### src/rtl/ul4_seq.sv
// Accumulator sequencer feeding the 4-bit logic unit: registers operands and select,
// writes the unit's result back into the accumulator and returns it over valid/ready.
module ul4_seq #(
    parameter int CNT_W = 8
) (
    input  logic             clk,
    input  logic             rst_n,
    input  logic             clr,
    input  logic             cmd_valid,
    output logic             cmd_ready,
    input  logic             cmd_load,
    input  logic [1:0]       cmd_op,
    input  logic [3:0]       cmd_data,
    output logic [3:0]       ul_a,
    output logic [3:0]       ul_b,
    output logic [1:0]       ul_s,
    input  logic [3:0]       ul_out,
    output logic             res_valid,
    input  logic             res_ready,
    output logic [3:0]       res_data,
    output logic             res_zero,
    output logic [CNT_W-1:0] op_cnt
);

    localparam logic [1:0] ST_IDLE = 2'd0;
    localparam logic [1:0] ST_EXEC = 2'd1;
    localparam logic [1:0] ST_RESP = 2'd2;

    logic [1:0]       state_q, state_d;
    logic [3:0]       acc_q, acc_d;
    logic [CNT_W-1:0] op_cnt_q, op_cnt_d;
    logic [3:0]       ul_a_q, ul_a_d;
    logic [3:0]       ul_b_q, ul_b_d;
    logic [1:0]       ul_s_q, ul_s_d;
    logic             cmd_accept;

    // A new command may overlap the result transfer so loads sustain one per cycle.
    assign cmd_ready  = !clr && ((state_q == ST_IDLE) || ((state_q == ST_RESP) && res_ready));
    assign cmd_accept = cmd_valid && cmd_ready;

    always_comb begin
        // NOTE: every signal gets a default before any branch, so no path infers a latch.
        state_d  = state_q;
        acc_d    = acc_q;
        op_cnt_d = op_cnt_q;
        ul_a_d   = ul_a_q;
        ul_b_d   = ul_b_q;
        ul_s_d   = ul_s_q;

        if (clr) begin
            state_d  = ST_IDLE;
            acc_d    = 4'h0;
            op_cnt_d = '0;
            ul_a_d   = 4'h0;
            ul_b_d   = 4'h0;
            ul_s_d   = 2'b00;
        end else begin
            case (state_q)
                ST_EXEC: begin
                    acc_d    = ul_out;
                    op_cnt_d = op_cnt_q + CNT_W'(1);
                    state_d  = ST_RESP;
                end
                ST_RESP: begin
                    if (res_ready) state_d = ST_IDLE;
                end
                ST_IDLE: ;
                default: state_d = ST_IDLE;
            endcase

            // cmd_accept already implies IDLE, or RESP with the result leaving this edge.
            if (cmd_accept) begin
                if (cmd_load) begin
                    acc_d   = cmd_data;
                    state_d = ST_RESP;
                end else begin
                    ul_a_d  = acc_q;
                    ul_b_d  = cmd_data;
                    ul_s_d  = cmd_op;
                    state_d = ST_EXEC;
                end
            end
        end
    end

    // NOTE: sequential state uses non-blocking assignments so all flops update together.
    always_ff @(posedge clk or negedge rst_n) begin
        if (!rst_n) begin
            state_q  <= ST_IDLE;
            acc_q    <= 4'h0;
            op_cnt_q <= '0;
            ul_a_q   <= 4'h0;
            ul_b_q   <= 4'h0;
            ul_s_q   <= 2'b00;
        end else begin
            state_q  <= state_d;
            acc_q    <= acc_d;
            op_cnt_q <= op_cnt_d;
            ul_a_q   <= ul_a_d;
            ul_b_q   <= ul_b_d;
            ul_s_q   <= ul_s_d;
        end
    end

    assign ul_a      = ul_a_q;
    assign ul_b      = ul_b_q;
    assign ul_s      = ul_s_q;
    assign res_valid = (state_q == ST_RESP);
    assign res_data  = acc_q;
    assign res_zero  = (acc_q == 4'h0);
    assign op_cnt    = op_cnt_q;

endmodule

### config.mk
export PLATFORM = sky130hd
export DESIGN_NAME = ul4_seq
export DESIGN_NICKNAME = d
export VERILOG_FILES = /design/src/rtl/ul4_seq.sv
export SDC_FILE = /design/constraint.sdc
export NUM_CORES = 1
export LEC_CHECK = 0
export ABC_CLOCK_PERIOD_IN_PS = 2600
export BUFFER_PORTS_ARGS = -buffer_cell sky130_fd_sc_hd__buf_2
export CORE_MARGIN = 5
export CORE_UTILIZATION = 35
export CTS_CLUSTER_SIZE = 10
export DETAILED_ROUTE_END_ITERATION = 12
export PLACE_DENSITY = 0.65
export SYNTH_ARGS = -nofsm -noshare
export SYNTH_HDL_FRONTEND = slang
export SYNTH_SLANG_ARGS = --single-unit
### constraint.sdc
create_clock -name clk -period 2.6 [get_ports clk]
set_input_delay 0.26 -clock clk [delete_from_list [all_inputs] [get_ports clk]]
set_output_delay 0.26 -clock clk [all_outputs]
set_load 0.01 [all_outputs]
==> impl_metrics.env <==
export IMPL_outcome="finished clean"
export IMPL_synth_top_family_by_area="simple AND/OR/NAND/NOR gates"
export IMPL_worst_pin_slew_ns=0.5266
export IMPL_yosysTopAreaCellShare_pct=49.54
export IMPL_start_util_pct=36.33
export IMPL_netSwitchingFraction_pct=26.28
export IMPL_hp_start="cmd_op[1]"
export IMPL_dpl_hpwl_mm=2.111
export IMPL_ys_top_cells_by_count="dfrtp_1 (24), nand2_1 (12), nor2b_1 (12), mux2_4 (9), a21oi_1 (6)"
export IMPL_multiInputGateArea_um2=571.8
export IMPL_syn_inst=111
export IMPL_synth_distinct_cells=30
export IMPL_rows=21
export IMPL_avgSynthCellArea_um2=10.92
export IMPL_fin_hold_ws_ns=0.1574
export IMPL_synthSimpleGateAreaFrac_pct=23.63
export IMPL_end_kind="register"
export IMPL_drtAntennaViolNets=0
export IMPL_dr_pass1_iters=4
export IMPL_vias_per_cell=5.071
export IMPL_area_delta_synth_final_pct=21.88
export IMPL_synth_seq_cells=24
export IMPL_fin_skew_ns=0.002619
export IMPL_vias=994
export IMPL_p_clk_share_pct=24.7
export IMPL_drv_cap=0
export IMPL_clkSinkCount=24
export IMPL_numCtsBuffers=3
export IMPL_synth_nets=128
export IMPL_min_period_over_period_pct=72.09
export IMPL_r2r_end="ul_s[0]"
export IMPL_clock_path_buffers=2
export IMPL_core_um2=3337
export IMPL_synth_fa_ha_area_share_pct=1.032
export IMPL_drv_slew=0
export IMPL_die_h_um=68.86
export IMPL_placed_cells=192
export IMPL_hold_path_class="in -> reg"
export IMPL_power_internal_uw=487.3
export IMPL_final_area_um2=1478
export IMPL_post_cts_resized=0
export IMPL_hold_depth=2
export IMPL_placed_area_um2=1445
export IMPL_clk_latency_ns=0.33
export IMPL_min_to="ul_s[1]"
export IMPL_p_comb_share_pct=15.2
export IMPL_antennaDiodeCount=0
export IMPL_p_leak_nw=0.7596
export IMPL_synthArstFlopShare_pct=100.0
export IMPL_totalNegativeSetupSlack_ns=0
export IMPL_p_seq_share_pct=60.1
export IMPL_synth_xor_area_share_pct=1.445
export IMPL_fin_nets=169
export IMPL_synth_area_top_cells="dfrtp_1 (50%), mux2_4 (11%), nor2b_1 (6.2%)"
export IMPL_grt_overflow=0
export IMPL_ys_warn_count=0
export IMPL_synth_compound_area_share_pct=8.050
export IMPL_io_pins=41
export IMPL_synth_edf_count=0
export IMPL_seq_area_frac_synth_pct=49.54
export IMPL_drc_errors=0
export IMPL_antenna_found_initial=0
export IMPL_clk_pin_slew_worst_paths_ns=0.12
export IMPL_p_per_area_nw_per_um2=447.3
export IMPL_grt_max_degree=25
export IMPL_drive_gt1_share_pct=37.33
export IMPL_wl_mm=2.851
export IMPL_regArea_um2=600.6
export IMPL_die_w_um=68.86
export IMPL_design_die_area_um2=4741
export IMPL_yosysMostFrequentCell="dfrtp_1"
export IMPL_grt_pass1_wl_mm=4.478
export IMPL_port_buffers=40
export IMPL_reg2reg_depth=3
export IMPL_cp_required_ns=2.83
export IMPL_synth_top_area_cell="dfrtp_1"
export IMPL_htreeDepth=1
export IMPL_slew_limit_headroom_pct=64.82
export IMPL_crit_type="reg -> reg"
export IMPL_power_uw=661.0
export IMPL_place_gp_congestion=0.8151
export IMPL_startpoint_type="register"
export IMPL_syn_area_um2=1212
export IMPL_synthMuxAreaShare_pct=13.00
export IMPL_cts_root_buf="clkbuf_4"
export IMPL_routedWlPerCell_um=14.55
export IMPL_synth_ff_type="dfrtp_1"
export IMPL_cts_tree="yes"
export IMPL_grt_setup_unrepaired="false"
export IMPL_crit_arrival_ns=2.10
export IMPL_final_util_pct=44.28
export IMPL_fillers=346
export IMPL_finalSetupViolCount=0
export IMPL_p_switching_uw=173.7
export IMPL_reg2reg_slack_ns=0.73
export IMPL_timing_rr_start="state_q[0]"
export IMPL_irDropWorstVdd_mv=0.1120
export IMPL_period_minus_slack_ns=1.874
export IMPL_grt_util_all_layers_pct=12.99
export IMPL_hold_viol=0
export IMPL_preCtsSetupSlack_ns=0.7444
export IMPL_instances_no_fill=196
export IMPL_grt_pass1_vias=955
export IMPL_fmax_mhz=533.6
export IMPL_drtIter0Drc=22
export IMPL_setup_ws_ns=0.7258
export IMPL_crit_fanout=11
-- power groups by stage --
stage / Sequential (mW) / Clock (mW) / Combinational [mW]
floorplan: 0.409 / 0 / 0.0501
global placement: 0.404 / 0 / 0.0985
detailed placement: 0.405 / 0 / 0.101
CTS: 0.398 / 0.168 / 0.102
global route: 0.400 / 0.179 / 0.111
finish: 0.397 / 0.163 / 0.101
-- worst max path at each step --
stage               slack [ns]  depth (start not counted)       start      end
floorplan                 0.79                          5  state_q[0]  ul_a[0]
global placement          0.78                          3  state_q[0]  ul_s[0]
detailed placement        0.74                          3  state_q[0]  ul_s[0]
CTS                       0.73                          3  state_q[0]  ul_s[0]
global route              0.67                          3  state_q[0]  ul_b[3]
finish                    0.73                          3  state_q[0]  ul_s[0]
-- metal layers --
| metal | part of all wire (%) | track usage, % | routed length (µm) |
|---|---|---|---|
| met3 | 4.0 | 1.621 | 114 |
| met4 | 2.8 | 8.759 | 79 |
| met2 | 52 | 21.31 | 1471 |
| met5 | 0 | 0 | 0 |
| met1 | 42 | 15.85 | 1186 |
-- state kept, by name, summed over array words and instances, names as in the netlist --
register  cells
op_cnt        8
res_data      4
state_q       2
ul_a          4
ul_b          4
ul_s          2
-- cells by family (layout without fill, tap and decap cells) --
logic type,count (synthesis),in the layout
AO/OA/AOI/OAI,15,15
XOR/XNOR,2,2
adder cells (fa/ha/maj),1,1
multiplexers,11,11
buffers and inverters,8,47
AND/OR/NAND/NOR,50,50
flip-flops,24,24
-- cell usage in the layout, fill, tap and decap left out, drive strengths merged, types with 3 or more instances in the layout --
cell	count
a21oi	6
nand2	12
or3	3
nor2b	12
clkbuf	3
nor4	5
buf	41
a311oi	4
dfrtp	24
mux2	11
nor2	4
-- cell type report --
cell class                      count  share of cell area (%)
Sequential cell                    24                   40.64
Multi-Input combinational cell     79                   38.70
Timing Repair Buffer               42                   14.73
Tap cell                           46                   3.895
Clock buffer                        3                   1.524
Inverter                            2                  0.5080
-- critical path, cell delays in order (launching register included) --
cell and delay [ns]:
dfrtp_1 0.45, or2_0 0.32, or4b_4 0.65, mux2_4 0.34
-- what timing repair did --
item	CTS	global route
setup buffers	0	0
endpoints found under the hold margin	24	0
hold buffers	1	0
(Power assumes the default switching activity.)
